**src/rtl/mau_pkg.sv**
```systemverilog
// Shared definitions for the memory access unit: request size codes, FSM
// state encoding and the byte-lane enable base masks.
package mau_pkg;

  localparam logic [1:0] SIZE_BYTE = 2'b00;
  localparam logic [1:0] SIZE_HALF = 2'b01;
  localparam logic [1:0] SIZE_WORD = 2'b10;

  typedef enum logic [1:0] {
    ST_IDLE  = 2'b00,
    ST_ISSUE = 2'b01,
    ST_WAIT  = 2'b10,
    ST_RESP  = 2'b11
  } mau_state_e;

  localparam logic [3:0] BE_BYTE = 4'b0001;
  localparam logic [3:0] BE_HALF = 4'b0011;
  localparam logic [3:0] BE_WORD = 4'b1111;

endpackage

```
**src/rtl/mau_load_align.sv**
```systemverilog
// Load lane extraction: shifts the addressed lane of a 32-bit RAM word down
// to bit 0 and sign- or zero-extends it according to the access size.
module mau_load_align
  import mau_pkg::*;
(
  input  logic [31:0] i_q,
  input  logic [1:0]  i_offset,
  input  logic [1:0]  i_size,
  input  logic        i_unsigned,
  output logic [31:0] o_data
);

  logic [31:0] w_lane;
  logic        w_sign_b;
  logic        w_sign_h;

  assign w_lane   = i_q >> {i_offset, 3'b000};
  assign w_sign_b = ~i_unsigned & w_lane[7];
  assign w_sign_h = ~i_unsigned & w_lane[15];

  always_comb begin
    o_data = w_lane;
    case (i_size)
      SIZE_BYTE: o_data = {{24{w_sign_b}}, w_lane[7:0]};
      SIZE_HALF: o_data = {{16{w_sign_h}}, w_lane[15:0]};
      default:   o_data = w_lane;
    endcase
  end

endmodule

```
**src/rtl/mem_access_unit.sv**
```systemverilog
// Load/store bus initiator for a byte-enable synchronous RAM: one request at
// a time, registered RAM-side outputs, one-cycle response pulse.
module mem_access_unit
  import mau_pkg::*;
#(
  parameter int unsigned ADDRESS_WIDTH = 14,
  parameter int unsigned DATA_WIDTH    = 32
) (
  input  logic                     clk,
  input  logic                     rst_n,
  input  logic                     req_valid,
  output logic                     req_ready,
  input  logic                     req_write,
  input  logic [1:0]               req_size,
  input  logic                     req_unsigned,
  input  logic [31:0]              req_addr,
  input  logic [DATA_WIDTH-1:0]    req_wdata,
  output logic                     rsp_valid,
  output logic [DATA_WIDTH-1:0]    rsp_rdata,
  output logic                     rsp_error,
  output logic [3:0]               mem_we,
  output logic [ADDRESS_WIDTH-1:0] mem_addr,
  output logic [DATA_WIDTH-1:0]    mem_data,
  input  logic [DATA_WIDTH-1:0]    mem_q
);

  mau_state_e r_state;
  mau_state_e w_next;

  logic [1:0]               r_offset;
  logic [1:0]               r_size;
  logic                     r_unsigned;
  logic                     r_write;
  logic                     r_rsp_valid;
  logic                     r_rsp_error;
  logic [DATA_WIDTH-1:0]    r_rsp_rdata;
  logic [3:0]               r_mem_we;
  logic [ADDRESS_WIDTH-1:0] r_mem_addr;
  logic [DATA_WIDTH-1:0]    r_mem_data;

  logic                     w_accept;
  logic                     w_err;
  logic [3:0]               w_store_we;
  logic [DATA_WIDTH-1:0]    w_store_data;
  logic [DATA_WIDTH-1:0]    w_load_data;
  logic                     w_unused_addr;

  // Upper byte-address bits are dropped so accesses wrap modulo the RAM size.
  assign w_unused_addr = ^req_addr[31:ADDRESS_WIDTH+2];

  assign w_accept = req_valid && (r_state == ST_IDLE);
  assign w_err    = (req_size == 2'b11)
                 || ((req_size == SIZE_HALF) && req_addr[0])
                 || ((req_size == SIZE_WORD) && (req_addr[1:0] != 2'b00));

  always_comb begin
    w_store_we   = BE_WORD;
    w_store_data = req_wdata;
    case (req_size)
      SIZE_BYTE: begin
        w_store_we   = BE_BYTE << req_addr[1:0];
        w_store_data = {4{req_wdata[7:0]}};
      end
      SIZE_HALF: begin
        w_store_we   = BE_HALF << req_addr[1:0];
        w_store_data = {2{req_wdata[15:0]}};
      end
      default: ;
    endcase
  end

  mau_load_align u_load_align (
    .i_q        (mem_q),
    .i_offset   (r_offset),
    .i_size     (r_size),
    .i_unsigned (r_unsigned),
    .o_data     (w_load_data)
  );

  always_comb begin
    w_next = r_state;
    case (r_state)
      ST_IDLE:  if (w_accept) w_next = w_err ? ST_RESP : ST_ISSUE;
      ST_ISSUE: w_next = r_write ? ST_RESP : ST_WAIT;
      ST_WAIT:  w_next = ST_RESP;
      ST_RESP:  w_next = ST_IDLE;
      default:  w_next = ST_IDLE;
    endcase
  end

  always_ff @(posedge clk or negedge rst_n) begin
    if (!rst_n) r_state <= ST_IDLE;
    else        r_state <= w_next;
  end

  // Outputs are registered on the edge entering the state that presents them,
  // so mem_we is decided at accept time and is live exactly during ISSUE.
  always_ff @(posedge clk or negedge rst_n) begin
    if (!rst_n) begin
      r_offset    <= '0;
      r_size      <= '0;
      r_unsigned  <= 1'b0;
      r_write     <= 1'b0;
      r_rsp_valid <= 1'b0;
      r_rsp_error <= 1'b0;
      r_rsp_rdata <= '0;
      r_mem_we    <= '0;
      r_mem_addr  <= '0;
      r_mem_data  <= '0;
    end else begin
      r_rsp_valid <= (w_next == ST_RESP);
      r_mem_we    <= '0;
      case (r_state)
        ST_IDLE: begin
          if (w_accept) begin
            r_offset    <= req_addr[1:0];
            r_size      <= req_size;
            r_unsigned  <= req_unsigned;
            r_write     <= req_write;
            r_rsp_error <= w_err;
            r_rsp_rdata <= '0;
            if (!w_err) begin
              r_mem_addr <= req_addr[ADDRESS_WIDTH+1:2];
              if (req_write) begin
                r_mem_we   <= w_store_we;
                r_mem_data <= w_store_data;
              end
            end
          end
        end
        ST_WAIT: r_rsp_rdata <= w_load_data;
        ST_RESP: r_rsp_error <= 1'b0;
        default: ;
      endcase
    end
  end

  assign req_ready = (r_state == ST_IDLE);
  assign rsp_valid = r_rsp_valid;
  assign rsp_error = r_rsp_error;
  assign rsp_rdata = r_rsp_rdata;
  assign mem_we    = r_mem_we;
  assign mem_addr  = r_mem_addr;
  assign mem_data  = r_mem_data;

endmodule

```
**config.mk**
```make
export PLATFORM = sky130hd
export DESIGN_NAME = mem_access_unit
export DESIGN_NICKNAME = d
export VERILOG_FILES = /design/src/rtl/mau_pkg.sv /design/src/rtl/mau_load_align.sv /design/src/rtl/mem_access_unit.sv
export SDC_FILE = /design/constraint.sdc
export NUM_CORES = 1
export LEC_CHECK = 0
export CORE_MARGIN = 10
export CORE_UTILIZATION = 40
export CTS_CLUSTER_DIAMETER = 120
export CTS_CLUSTER_SIZE = 10
export DETAILED_ROUTE_END_ITERATION = 10
export PLACE_DENSITY = 0.74
export RECOVER_POWER = 50
export SLEW_MARGIN = 10
export SYNTH_ARGS = -nofsm -noshare
export SYNTH_HDL_FRONTEND = slang
export SYNTH_HIERARCHICAL = 1
export SYNTH_SLANG_ARGS = --single-unit
```
**constraint.sdc**
```tcl
create_clock -name clk -period 2.05 [get_ports clk]
set_input_delay 0.5125 -clock clk [delete_from_list [all_inputs] [get_ports clk]]
set_output_delay 0.5125 -clock clk [all_outputs]
set_load 0.02 [all_outputs]
```
==> metrics.json <==
{
  "timing": {
    "grt_setup_unrepaired": "false",
    "fin_worst_hold_slack_ns": 0.08836,
    "final.setup_skew_ns": 0.008867,
    "hold_violations": 0,
    "final-max-slew-violation-count": 0,
    "post-route-period-util_pct": 95.74,
    "final_critical_path_time_including_i_o_delays_and_setup_ns": 1.963,
    "finalSetupViolCount": 0,
    "relSlewSlack_pct": 36.44,
    "max_slew.worst_pin.slew_ns": 0.9534,
    "max_freq_mhz": 509.5
  },
  "grt": {
    "grt_start_max_net_pins": 65,
    "grt_use_total_pct": 17.21,
    "via_count_of_the_first_global_routing_pass": 4255,
    "antenna_found_initial": 0,
    "grt_overflow_total": 0,
    "grt_pass1_wl_um": 22850
  },
  "yosys": {
    "syn_inst": 449,
    "postSynthAreaPerCell_um2": 10.78,
    "synthDistinctLibCells": 40,
    "mappedNetlistNets": 557,
    "ys_warn_count": 6,
    "synth.cell_area_um2": 4842,
    "synthDominantCellAreaShare_pct": 47.55,
    "postSynthRegisterBits": 92,
    "netlist_top_cells_area": "sky130_fd_sc_hd__dfrtp_1 (48%), sky130_fd_sc_hd__mux2_2 (13%), sky130_fd_sc_hd__nand2_1 (6.0%), sky130_fd_sc_hd__mux2i_1 (5.2%), sky130_fd_sc_hd__o21ai_0 (4.4%)",
    "synth.yosys.seq_area_share_pct": 47.55,
    "synth_area_leader_cell": "sky130_fd_sc_hd__dfrtp_1"
  },
  "job": {
    "cap_viol_max_count": 0
  },
  "drt": {
    "drt_via_density": 5.207,
    "detailedRoute.firstIterationViolations": 245,
    "drtAntennaViolNets": 0,
    "drt_pre_antenna_iters": 4,
    "drc_errors": 0,
    "detailroute.via_count": 4077,
    "average_wire_per_cell_in_the_routed_design_um": 18.61,
    "wl_um": 14570
  },
  "finish": {
    "syn_to_final_growth_pct": 47.52,
    "inserted_diodes": 0,
    "layout_commonest_cell": "sky130_fd_sc_hd__clkdlybuf4s50_1",
    "n_fill_cell": 1031,
    "num-nets-final": 739,
    "layout_common_cells": "sky130_fd_sc_hd__clkdlybuf4s50_1 (157), sky130_fd_sc_hd__dfrtp_1 (92), sky130_fd_sc_hd__nand2_1 (78)",
    "post_route_cells_drive_above_1_share_pct": 20.75
  },
  "die": {
    "floorplan.initialDensity_pct": 40.65,
    "die_h_um": 130.0,
    "floorplan.io_pins": 188,
    "design.core.area_um2": 11910,
    "row_count": 40,
    "dieWidth_um": 130.0,
    "die_area_um2": 16910
  },
  "status": {
    "outcome": "finished, final reports clean"
  },
  "place": {
    "dp.final_hpwl_um": 11140,
    "port-buffer-count": 171,
    "gpl_wtd_cong": 0.8553
  },
  "clock_tree": {
    "root_buffer": "sky130_fd_sc_hd__clkbuf_16",
    "clock_latency_ns": 0.35,
    "cts_made_buffers": 9,
    "clock-sinks": 92,
    "hold_buffers": 0,
    "cts-root-to-sink-buffers": 2,
    "number_of_instances_resized_during_post_cts_repair": 1,
    "post_cts_buffers": 0,
    "tritoncts": "done",
    "clkSlewWorstSetupHoldPaths_ns": 0.07,
    "clock_tree.htree_level_count": 3
  },
  "worst_setup_path": {
    "worstPathRequired_ns": 2.28,
    "worst_path_max_delay_cell": "sky130_fd_sc_hd__clkdlybuf4s50_1",
    "crit_chain": "clkdlybuf4s50_1, clkbuf_1, a21o_1, buf_4, a21o_4, mux2_2",
    "start_kind": "primary input",
    "category_of_the_critical_setup_timing_path": "in -> reg",
    "critPathCaptureType": "flop",
    "cpPeakStageDelay_ns": 0.51,
    "crit_path_max_fanout": 14,
    "worstPathArrival_ns": 2.20,
    "timing.reg2reg.worst_path_depth": 6
  },
  "power_and_ir_drop": {
    "power_density_nw_per_um2": 1487,
    "power.static_leakage_nw": 3.058,
    "p_total_mw": 10.62,
    "vdd.ir_drop.worst_mv": 0.8677
  },
  "worst_hold_path": {
    "worst_hold_path_type": "in -> async"
  }
}
stage by stage:
step / area [um^2] / utilization [%] / TNS, ns / cells / setup slack, ns
CTS: 7169 / 60.19 / 0 / 783 / 0.05231
global placement: 6849 / 57.50 / -7.736 / 767 / -0.1812
floorplan: 4842 / - / 0 / 449 / 0.07239
detailed placement: 6849 / 57.50 / -10.44 / 767 / -0.2313
global route: 7143 / 59.97 / 0 / 783 / 0.02511
finish: 7143 / 59.97 / 0 / 783 / 0.08741
synth_stat cells (all sizes together):
library cell / instances
a2111oi: 1
a211oi: 7
a21o: 3
a21oi: 26
a221oi: 1
a22oi: 1
a31oi: 3
and2b: 1
buf: 17
clkbuf: 15
dfrtp: 92
ha: 5
inv: 2
mux2: 70
mux2i: 25
nand2: 78
nand2b: 1
nand3: 2
nor2: 11
nor2b: 11
nor3: 3
o21ai: 43
o221ai: 1
o22ai: 8
o2bb2ai: 8
or2: 9
or3: 2
or4: 1
xnor2: 1
xor2: 1
power breakdown:
group	leakage (nW)	switching (mW)	internal (mW)
registers	1.17	0.491	2.59
clock network	0.155	0.738	1.05
logic	1.73	3.00	2.75
total	3.06	4.23	6.39
registers in the layout, indices dropped and copies added, names as in the netlist:
name / flops
rsp_error: 1
r_unsigned: 1
mem_data: 32
rsp_rdata: 32
r_size: 2
r_write: 1
r_state: 2
mem_we: 4
rsp_valid: 1
mem_addr: 14
r_offset: 2
final timing paths:
check	start	end	slack, ns
min reg2reg	rsp_rdata[25]$_DFFE_PN0P_	rsp_rdata[25]$_DFFE_PN0P_	0.48
max in group asynchronous	rst_n	mem_data[14]$_DFFE_PN0P_	0.71
max reg2reg	r_state[0]$_DFF_PN0_	mem_addr[11]$_DFFE_PN0P_	0.20
max	req_size[0]	mem_addr[11]$_DFFE_PN0P_	0.09
min in group clk	rsp_rdata[25]$_DFFE_PN0P_	rsp_rdata[25]$_DFFE_PN0P_	0.48
min	rst_n	rsp_rdata[20]$_DFFE_PN0P_	0.09
critical path: cells and delay by family:
| kind | cells | cell delay (ns) |
|---|---|---|
| AOI/OAI and AO/OA | 2 | 0.46 |
| muxes | 1 | 0.36 |
| buffers and inverters | 3 | 0.84 |
logic make-up after synthesis:
kind of cell	count (synthesis)	synth area share, %
AOI/OAI and AO/OA	102	13.36
xor gates and xnor gates	2	0.3618
adders and majority gates	5	1.292
buffers and inverters	34	4.057
DFF	92	47.55
muxes	95	22.38
and+or+nand+nor	119	11.01
cell type report:
| type | count | area, um^2 | area share [%] |
|---|---|---|---|
| multi-input cells | 323 | 2356 | 32.98 |
| flip-flops and latches | 92 | 2302 | 32.23 |
| repair buffers | 203 | 1972 | 27.61 |
| clock buffers | 12 | 266.5 | 3.731 |
| well taps | 147 | 183.9 | 2.575 |
| clock inverters | 4 | 55.05 | 0.7707 |
| inverters | 2 | 7.507 | 0.1051 |
layer usage:
layer  vias up  track usage, %  wire length [um]
li1       1949               -                 -
met1      1927           19.84              5716
met2       186           26.93              6707
met3        15           8.966              1935
met4         0           5.886               210
met5         -               0                 0
Note: power is estimated with default switching activity, not from simulation.
